[config.mk]
export PLATFORM = sky130hd
export DESIGN_NAME = param_ext_decoder
export DESIGN_NICKNAME = d
export VERILOG_FILES = /design/src/rtl/param_ext_decoder.sv
export SDC_FILE = /design/constraint.sdc
export NUM_CORES = 1
export LEC_CHECK = 0
export CORE_MARGIN = 3
export CORE_UTILIZATION = 32
export DETAILED_ROUTE_END_ITERATION = 7
export PLACE_DENSITY = 0.55
export SLEW_MARGIN = 20
export SYNTH_ARGS = -nofsm -noshare
export SYNTH_HDL_FRONTEND = slang
export SYNTH_SLANG_ARGS = --single-unit
[constraint.sdc]
create_clock -name clock -period 4.4 [get_ports clock]
set_input_delay 0.66 -clock clock [delete_from_list [all_inputs] [get_ports clock]]
set_output_delay 0.66 -clock clock [all_outputs]
set_load 0.02 [all_outputs]
[src/rtl/param_ext_decoder.sv]
// param_ext_decoder
//   Receive-side partner of the parameterised blackbox adder. Each incoming
//   word carries bar = foo + OFFSET (mod 2^16). This block subtracts OFFSET
//   back out and compares the recovered foo against a running expected
//   sequence that starts at SEED. It counts mismatches and halts input once
//   the count reaches MAX_ERR. OFFSET is derived from the same parameter set
//   as the adder, so a wrong decode shows that a parameter value was lost
//   on its way to the external module.
//
// Ports
//   clock      in   1   rising-edge clock for all state
//   reset      in   1   synchronous, active-high; empties the FIFO and restarts checking
//   clear      in   1   synchronous pulse; restarts checking and keeps FIFO contents
//   in_valid   in   1   encoded word valid
//   in_ready   out  1   decoder can accept a word this cycle
//   in_bar     in   16  encoded word
//   out_valid  out  1   decoded word available at the FIFO head
//   out_ready  in   1   sink accepts the head word
//   out_foo    out  16  decoded word (in_bar - OFFSET, wrapping)
//   out_match  out  1   decoded word equalled the expected value when accepted
//   err_cnt    out  8   saturating mismatch count
//   state      out  2   0 IDLE, 1 RUN, 2 HALT

module param_ext_decoder #(
  parameter int          VALUE     = 0,
  parameter string       STRING    = "one",
  parameter real         REAL      = 1.0,
  parameter int          TYP_WIDTH = 1,
  parameter logic [15:0] SEED      = 16'h0000,
  parameter logic [7:0]  MAX_ERR   = 8'd0
) (
  input  logic        clock,
  input  logic        reset,
  input  logic        clear,
  input  logic        in_valid,
  output logic        in_ready,
  input  logic [15:0] in_bar,
  output logic        out_valid,
  input  logic        out_ready,
  output logic [15:0] out_foo,
  output logic        out_match,
  output logic [7:0]  err_cnt,
  output logic [1:0]  state
);

  // Each parameter adds a small term to the offset. The string and the
  // real parameters are classified rather than used numerically, so that a
  // mangled value still gives a recognisably different offset.
  localparam int FIZZ = (STRING == "two") ? 2 : ((STRING == "one") ? 1 : 0);
  localparam int BUZZ = (REAL > 2.5E50) ? 2 : ((REAL < 0.0) ? 1 : 0);
  localparam int TPE  = (TYP_WIDTH > 1) ? 2 : 0;
  localparam int OFFSET_SUM = VALUE + FIZZ + BUZZ + TPE;
  localparam logic [15:0] OFFSET = OFFSET_SUM[15:0];

  typedef enum logic [1:0] {
    IDLE = 2'd0,
    RUN  = 2'd1,
    HALT = 2'd2
  } state_t;

  state_t      fsm_state;
  logic [15:0] exp_val;
  logic [7:0]  err_reg;

  // Two-entry output FIFO: storage, pointers and occupancy
  logic [15:0] mem_foo [2];
  logic [1:0]  mem_match;
  logic        wr_ptr;
  logic        rd_ptr;
  logic [1:0]  count;

  logic        fifo_full;
  logic        accept;
  logic        pop;
  logic [15:0] dec_foo;
  logic        dec_match;
  logic [7:0]  err_next;

  assign dec_foo   = in_bar - OFFSET;
  assign dec_match = (dec_foo == exp_val);

  // in_ready does not look at out_ready. A full FIFO refuses input even
  // when the head is being drained in the same cycle. This keeps the
  // sink's ready signal off any combinational path to the source.
  assign fifo_full = (count == 2'd2);
  assign in_ready  = !fifo_full && (fsm_state != HALT) && !clear;
  assign accept    = in_valid && in_ready;
  assign out_valid = (count != 2'd0);
  assign pop       = out_valid && out_ready;

  assign out_foo   = mem_foo[rd_ptr];
  assign out_match = mem_match[rd_ptr];
  assign err_cnt   = err_reg;
  assign state     = fsm_state;

  // The mismatch counter holds at 255 instead of wrapping back to 0.
  assign err_next = (!dec_match && (err_reg != 8'hFF)) ? (err_reg + 8'd1) : err_reg;

  // FIFO bookkeeping. A push and a pop in the same cycle leave the
  // occupancy unchanged. The head only moves on a pop, so out_foo and
  // out_match stay stable while the sink stalls.
  always_ff @(posedge clock) begin
    if (reset) begin
      mem_foo[0] <= 16'h0000;
      mem_foo[1] <= 16'h0000;
      mem_match  <= 2'b00;
      wr_ptr     <= 1'b0;
      rd_ptr     <= 1'b0;
      count      <= 2'd0;
    end else begin
      if (accept) begin
        mem_foo[wr_ptr]   <= dec_foo;
        mem_match[wr_ptr] <= dec_match;
        wr_ptr            <= ~wr_ptr;
      end
      if (pop) begin
        rd_ptr <= ~rd_ptr;
      end
      if (accept && !pop) begin
        count <= count + 2'd1;
      end else if (pop && !accept) begin
        count <= count - 2'd1;
      end
    end
  end

  // Checker and FSM. clear takes priority but never coincides with an
  // accept, because in_ready is low during clear. The threshold test uses
  // the updated count, so HALT is entered on the same edge that records
  // the final mismatch.
  always_ff @(posedge clock) begin
    if (reset) begin
      exp_val   <= SEED;
      err_reg   <= 8'd0;
      fsm_state <= IDLE;
    end else if (clear) begin
      exp_val   <= SEED;
      err_reg   <= 8'd0;
      fsm_state <= IDLE;
    end else if (accept) begin
      exp_val <= exp_val + 16'd1;
      err_reg <= err_next;
      if ((MAX_ERR != 8'd0) && (err_next == MAX_ERR)) begin
        fsm_state <= HALT;
      end else begin
        fsm_state <= RUN;
      end
    end
  end

endmodule

Word-level counts from Yosys, hierarchy flattened
Memory sizes are Yosys's and may differ from the RTL's. A register that Yosys moved wholly into a read port is not among the register bits.
Cells that the tools add are included.
- bits in registers: 31
- bits in writable memories: 32
- bits of input ports: 21
- output and inout port bits: 29
- word-level logic and storage cells: 55
- memories: 1
- memories (name ; words ; bits a word ; read ports ; clocked after memory_dff ; wr ports ; RTL line ; text):
    mem_foo ; 2 ; 16 ; 1 ; 1 ; 2 ; 66 ; logic [15:0] mem_foo [2];
- add/subtract/negate cells: 5
- magnitude comparators: 3
- equal/unequal tests: 3
- muxes and demuxes: 17
- bitwise gates (word level): 2
- reduce and logical (&&, ||, !) cells: 17
- operator list (kind ; count):
    $add A16 B1 Y16 const B ; 1
    $eq A16 B16 Y1 ; 1
    $mux W16 ; 1
    $reduce_or A16 Y1 ; 1
    $sub A16 B1 Y16 const B ; 1
    $mux W1 ; 12
    $add A8 B1 Y8 const B ; 1
    $ne A8 B8 Y1 const B ; 1
    $logic_and A1 B1 Y1 ; 7
    $logic_not A1 Y1 ; 5
    $lt A1 B2 Y1 const B ; 2
    $mux W2 ; 2
    $reduce_bool A2 Y1 ; 2
    $add A2 B1 Y2 const B ; 1
    $bwmux W2 ; 1
    $eq A2 B2 Y1 const B ; 1
    $not A1 Y1 ; 2
    $reduce_and A2 Y1 ; 1
    $reduce_or A2 Y1 ; 1
    $sub A2 B1 Y2 const B ; 1
    $demux W1 S1 ; 1
    $ge A1 B1 Y1 const B ; 1

Longest topological paths before layout
Gate-level depths: netlist (run 1).
- depth in word-level cells: 9
- gate-level depth with buffers: 11
- depth with buffers taken out: 10

Least setup slack after synthesis (run 1)
No wires, ideal clock.
- path type: input-to-reg
- start point: input port in_bar[9]
- end point: register err_reg[3], in the netlist err_cnt[3]
- setup time: 70 ps
- arrival: 2871 ps
- data required time: 4330 ps
- slack: 1459 ps
- cell stages on the path: 10
- buffers on the path: 2
- cell sequence: clkbuf_1 > or4_1 > nor4_1 > xnor2_1 > xnor2_1 > nor4_2 > nor4b_4 > buf_6 > o31ai_1 > a21oi_1
- word-level cells in the longest chain between the ends: 5
- RTL lines (item ; RTL line ; text):
    start: declaration ; 37 ; input logic [15:0] in_bar,
    $sub A16 B1 Y16 ; 79 ; assign dec_foo = in_bar - OFFSET;
    $eq A16 B16 Y1 ; 80 ; assign dec_match = (dec_foo == exp_val);
    $logic_not A1 Y1 ; 97 ; assign err_next = (!dec_match && (err_reg != 8'hFF)) ? (err_reg + 8'd1) : err_reg;
    $logic_and A1 B1 Y1 ; 97 ;
    $reduce_and A2 Y1 (no source line) ; - ;
    end signal: assignment ; 142 ; err_reg <= err_next;
    end: declaration ; 63 ; logic [7:0] err_reg;
No other way between the ends.
A chain may end at the register's enable or synchronous reset.

Final worst setup path (run 1)
- start point: input port in_bar[0]
- end point: register err_reg[5], in the netlist err_cnt[5]
- word-level cells in the longest chain between the ends: 5
- RTL lines (item ; RTL line ; text):
    $sub A16 B1 Y16 ; 79 ;
    via dec_foo[0] ; 75 ; logic [15:0] dec_foo;
    $eq A16 B16 Y1 ; 80 ;
    $logic_not A1 Y1 ; 97 ;
    $logic_and A1 B1 Y1 ; 97 ;
    $reduce_and A2 Y1 (no source line) ; - ;
The timed path passes the listed nets, and every way through them passes these cells.

==> results of run 1 <==
state kept, by name, summed over array words and instances, names as in the netlist, named ones only:
name / cells
mem_foo: 32
count: 2
rd_ptr: 1
state: 1
exp_val: 16
err_cnt: 8
wr_ptr: 1
mem_match: 2
placed cells by master (no fill, tap or decap), drive strengths merged, types with 2 or more instances in the layout:
| cell type | count |
|---|---|
| or3 | 8 |
| nor3 | 4 |
| edfxtp | 32 |
| nand2b | 2 |
| nor3b | 4 |
| or4 | 9 |
| buf | 2 |
| clkdlybuf4s50 | 48 |
| o211ai | 4 |
| nor2 | 59 |
| and3 | 3 |
| inv | 8 |
| clkinv | 5 |
| xor2 | 20 |
| nand2 | 19 |
| or2 | 2 |
| o21ai | 10 |
| xnor3 | 2 |
| and4 | 3 |
| clkbuf | 9 |
| dfxtp | 32 |
| xnor2 | 22 |
| clkinvlp | 2 |
| nand4 | 8 |
| nor4 | 5 |
| ha | 4 |
| a21oi | 11 |
| mux2 | 16 |
| nand3 | 10 |
| o31ai | 4 |
through the flow:
stage	power [uW]	setup WS [ns]
6_report	1550	0.993
2_1_floorplan	974	1.46
4_1_cts	1570	0.987
5_1_grt	1630	0.714
3_3_place_gp	1140	0.701
3_5_place_dp	1140	0.629
per-layer routing:
layer | wire length (um) | vias to the layer above | track usage
met2 | 3550 | 32 | 0.210
met4 | 117 | 0 | 0.0514
li1 | - | 1248 | -
met3 | 193 | 10 | 0.0304
met1 | 3460 | 1177 | 0.169
met5 | 0 | - | 0
tightest hold or removal path, cell delays in order (launching register included):
cell and delay [ns]:
dfxtp_1 0.31, inv_1 0.05, o21ai_0 0.07
layout make-up:
cell class	instances	area, um2
Tap cell	133	166
Fill cell	995	5880
Sequential cell	64	1600
Multi-Input combinational cell	241	1620
Timing Repair Buffer	50	495
Clock inverter	7	38.8
Inverter	8	30.0
Clock buffer	9	124
kinds of logic (layout without fill, tap and decap cells):
group | count (synthesis) | in the layout | share of synthesized area
AOI/OAI and AO/OA | 34 | 34 | 0.0626
xor gates and xnor gates | 45 | 45 | 0.131
adders and majority gates | 4 | 4 | 0.0150
buffers and inverters | 25 | 74 | 0.0345
DFF | 64 | 64 | 0.480
muxes | 17 | 17 | 0.0570
other | 1 | 1 | 0.00112
and+or+nand+nor | 140 | 140 | 0.219
power by group through the flow:
stage | Combinational, uW | Sequential, uW | Clock, uW
3_3_place_gp | 401 | 737 | 0
5_1_grt | 431 | 731 | 469
6_report | 397 | 723 | 430
4_1_cts | 404 | 725 | 441
2_1_floorplan | 263 | 710 | 0
3_5_place_dp | 402 | 738 | 0
synthesized netlist by cell type, types with 2 or more instances:
library cell	number
ha_1	4
nor2_1	59
or3_1	8
xnor3_1	2
o21ai_1	3
nor3b_1	3
xor2_1	20
o21ai_0	7
and3_1	3
nor3_1	3
nand3_1	10
inv_1	8
dfxtp_1	32
or4_1	7
edfxtp_1	32
and4_1	3
mux2_2	16
o211ai_1	4
or4_4	2
clkbuf_1	12
a21oi_1	11
o31ai_1	4
nand4_1	8
nand2b_1	2
xnor2_1	22
buf_6	2
nor4_1	4
nand2_1	19
or2_2	2
buf_2	2
final timing paths:
path                start  cells past startpoint            to  slack [ns]
max             in_bar[0]                     12    err_cnt[5]        0.99
min          mem_match[1]                      2  mem_match[1]        0.47
max reg2reg      count[0]                      8    err_cnt[7]        1.82
min reg2reg  mem_match[1]                      2  mem_match[1]        0.47
==> flow_metrics.tcl, run 1 <==
set metrics [dict create \
    place_area_um2 3910 \
    fin_cells 512 \
    path_delay_family "simple AND/OR/NAND/NOR gates" \
    ys.flop_type "edfxtp_1" \
    cts_resized 0 \
    max_stage_delay_ns 0.53 \
    tightest_slew_ns 0.991 \
    design_area_um2 4080 \
    period_needed_ns 3.41 \
    clock_skew_ns 0.00708 \
    clk_latency_ns 0.34 \
    worstPathArrival_ns 3.68 \
    slew_headroom 0.332 \
    p_leak_uw 0.00139 \
    antenna_found_initial 0 \
    async_reset_ff_frac 0 \
    yosys.area.top_type_share 0.288 \
    drt-wirelength-per-cell_um 14.3 \
    power_frac_clock 0.277 \
    grt_max_degree 25 \
    max_freq_mhz 293 \
    dp_cells 496 \
    cp_slowest_cell "clkdlybuf4s50_1" \
    overflow 0 \
    ys_ff_latch 64 \
    routed_wirelength_um 7320 \
    postSynthCellCount 330 \
    syn_to_final_growth_pct 22.2 \
    fp.coreArea_um2 9950 \
    fin_util 0.409 \
    crit_buf_inv 3 \
    die_h_um 108 \
    place_congestion 0.837 \
    cts_tree "built" \
    outcome "complete, no violations" \
    synth_edf_count 32 \
    cts_buffers 9 \
    path_class "in2reg" \
    synth_area_um2 3340 \
    intPower_uw 1080 \
    holdWs_ns 0.471 \
    finalSetupViolCount 0 \
    hpwl_um 5270 \
    clockBufferDepth 2 \
    drtIter0Drc 57 \
    cts_setup_buffers 0 \
    ys_warn_count 0 \
    final.setup.tns_ns 0 \
    grt_pass1_wl_um 11800 \
    rows 36 \
    drt_first_pass_iters 4 \
    synth_nets 355 \
    grt_pass1_vias 2368 \
    avgSynthCellArea_um2 10.1 \
    portBuffers 48 \
    holdBufCountCts 0 \
    worstPathMaxFanout 18 \
    finalMaxSlewViolations 0 \
    ir_drop_uv 119 \
    power.density_nw_per_um2 380 \
    cts_sinks 64 \
    n_antenna_cell 0 \
    drive_gt1_frac 0.108 \
    die_area_um2 11700 \
    hold_viol 0 \
    vias 2467 \
    maxCapViolations 0 \
    cts_root_buffer "clkbuf_8" \
    die_w_um 108 \
    hold_class "reg2reg" \
    start_util 0.335 \
    viasPerCell 4.82 \
    drt_drc_violations_left 0 \
    synth_top_area_cell "edfxtp_1" \
    ant_nets 0 \
    nets 399 \
    ys_types 46 \
    switching_power_uw 473 \
    min_period_over_period 0.774 \
    comb_power_share 0.256 \
    clk_pin_slew_ns 0.07 \
    pin_count 50 \
    cp-end-kind "flip-flop" \
    h-tree-depth 3 \
    track_usage 0.130 \
    synthTopCellsByArea "edfxtp_1 (29%), dfxtp_1 (19%), nor2_1 (6.6%)" \
    swShare 0.305 \
    rsz0062_at_grt "false" \
    yosysSeqAreaShare 0.480 \
    critPathLaunchType "input port" \
    path_cells "clkdlybuf4s50_1 > inv_1 > ha_1 > nor3b_2 > nor3b_1 > xnor3_1 > nand4_1 > nor4_2 > nor4b_4 > buf_4 > or4_1 > a21oi_1" \
    required_ns 4.68 \
    p_seq_frac 0.466 \
]
No activity file was read; power rests on OpenSTA's default activity.
==> inputs of run 2 (changes only) <==
--- a/config.mk
+++ b/config.mk
@@ -8,7 +8,7 @@
 export CORE_MARGIN = 3
 export CORE_UTILIZATION = 32
 export DETAILED_ROUTE_END_ITERATION = 7
-export PLACE_DENSITY = 0.55
+export PLACE_DENSITY = 0.57
 export SLEW_MARGIN = 20
 export SYNTH_ARGS = -nofsm -noshare
 export SYNTH_HDL_FRONTEND = slang
==> constraint.sdc (replaced) <==
create_clock -name clock -period 2.85 [get_ports clock]
set_input_delay 0.4275 -clock clock [delete_from_list [all_inputs] [get_ports clock]]
set_output_delay 0.4275 -clock clock [all_outputs]
set_load 0.02 [all_outputs]
==> run 2 against run 1 <==
Against the previous run: non-clock buffer count is 48 higher; die area did not move; sequential share of layout area is 4.6 points lower; final area is 13% higher; wire length rose by 4.2%; sequential cell count stayed put; global-route usage rose by 0.51 points; total power grew 68%; final cell count grew 9.4%; via count increased by 6.7%; clock skew increased by 0.0059 ns; highest routed layer unchanged.
==> flow_metrics.tcl, run 2 (synthesis gave the netlist of run 1 again) <==
set metrics [dict create \
    min_period_over_period 0.971 \
    finalPower_uw 2600 \
    outcome "complete, no violations" \
    max_freq_mhz 362 \
    required_ns 3.14 \
    place_ws_ns -0.540 \
    clockBufferDepth 2 \
    path_class "in2reg" \
    drive_gt1_frac 0.246 \
    portBuffers 48 \
    clk_latency_ns 0.36 \
    die_w_um 108 \
    drtIter0Drc 68 \
    holdBufCountCts 0 \
    vias 2633 \
    clk_pin_slew_ns 0.08 \
    final.setup.tns_ns 0 \
    ir_drop_uv 211 \
    holdWs_ns 0.369 \
    viasPerCell 4.70 \
    cts_buffers 9 \
    start_util 0.335 \
    clock_skew_ns 0.0129 \
    finalSetupViolCount 0 \
    grt_pass1_vias 2523 \
    period_needed_ns 2.77 \
    slew_headroom 0.583 \
    grt_pass1_wl_um 12200 \
    ant_nets 0 \
    cts_sinks 64 \
    hpwl_um 5360 \
    fp.coreArea_um2 9950 \
    routed_wirelength_um 7620 \
    n_antenna_cell 0 \
    place_congestion 0.832 \
    antenna_found_initial 0 \
    h-tree-depth 3 \
    die_h_um 108 \
    p_leak_uw 0.00172 \
    cts_root_buffer "clkbuf_8" \
    overflow 0 \
    cp-end-kind "flip-flop" \
    rsz0062_at_grt "false" \
    regMostFlops "mem_foo" \
    drt-wirelength-per-cell_um 13.6 \
    cts_tree "built" \
    tightest_slew_ns 0.626 \
    largest_reg_flops 32 \
    layout_commonest_cell "nor2_1" \
    pin_count 50 \
    final_cell_mix "nor2_1 (59), buf_4 (45), clkdlybuf4s50_1 (40)" \
    hold_viol 0 \
    power.density_nw_per_um2 562 \
    die_area_um2 11700 \
    finalMaxSlewViolations 0 \
    worstPathMaxFanout 9 \
    fin_ws_ns 0.0840 \
    maxCapViolations 0 \
    fin_cells 560 \
    grt_max_degree 25 \
    critPathLaunchType "input port" \
    dp_cells 537 \
    drt_drc_violations_left 0 \
    worstPathArrival_ns 3.06 \
    rows 36 \
    hold_class "in2reg" \
    syn_to_final_growth_pct 38.4 \
    track_usage 0.135 \
    drt_first_pass_iters 4 \
    nets 447 \
]
[run 2: changes by cell type in the layout (fill, tap and decap cells not counted), sizes merged]
| cell | before | now |
|---|---|---|
| dlygate4sd2 | 0 | 6 |
| clkdlybuf4s15 | 0 | 1 |
| clkdlybuf4s50 | 48 | 40 |
| inv | 8 | 10 |
| buf | 2 | 51 |
| clkinv | 5 | 2 |
| bufinv | 0 | 1 |
[run 2: repair_timing]
item,in CTS,in global routing
pin swaps,10,13
gates resized for setup,23,12
gates cloned,1,0
setup endpoints to repair,10,8
buffers inserted,4,2
[run 2: layout make-up]
type | count | area (um2)
Fill cell | 907 | 5340
Multi-Input combinational cell | 241 | 1720
Sequential cell | 64 | 1600
Timing Repair Buffer | 98 | 893
Tap cell | 133 | 166
Clock buffer | 9 | 124
Clock inverter | 7 | 80.1
Inverter | 8 | 30.0
[run 2: worst paths after layout]
path,start,to,slack [ns],depth (start not counted)
setup / recovery,in_bar[2],err_cnt[3],0.08,12
hold reg to reg,mem_match[0],mem_match[0],0.47,2
setup reg to reg,exp_val[3],err_cnt[3],0.67,9
hold / removal,in_bar[0],mem_foo[1][0],0.37,2
[run 2: layer usage]
layer / global-route usage / part of all wire
met1: 0.173 / 0.46
met2: 0.207 / 0.48
met5: 0 / 0
met4: 0.0712 / 0.028
met3: 0.0376 / 0.033
[run 2: power by group]
part / leakage [uW] / internal [uW] / switching [uW]
clock network: 0.0000964 / 412 / 401
registers: 0.000594 / 1050 / 34.9
logic: 0.00103 / 354 / 349
[run 2: per-stage QoR]
step | instance area [um2] | utilization
after floorplan | 3340 | -
after global placement | 4230 | 0.425
after detailed placement | 4230 | 0.425
after CTS | 4550 | 0.457
after global routing | 4620 | 0.464
final | 4620 | 0.464
[run 2: critical path, cell delays in order]
cell	delay (ns)
dlygate4sd2_1	0.26
or4_4	0.53
buf_6	0.15
nor4_2	0.17
nand4_1	0.18
xor2_2	0.20
xnor2_2	0.18
nor4b_4	0.07
buf_6	0.15
buf_12	0.13
or4_1	0.47
a21oi_1	0.13
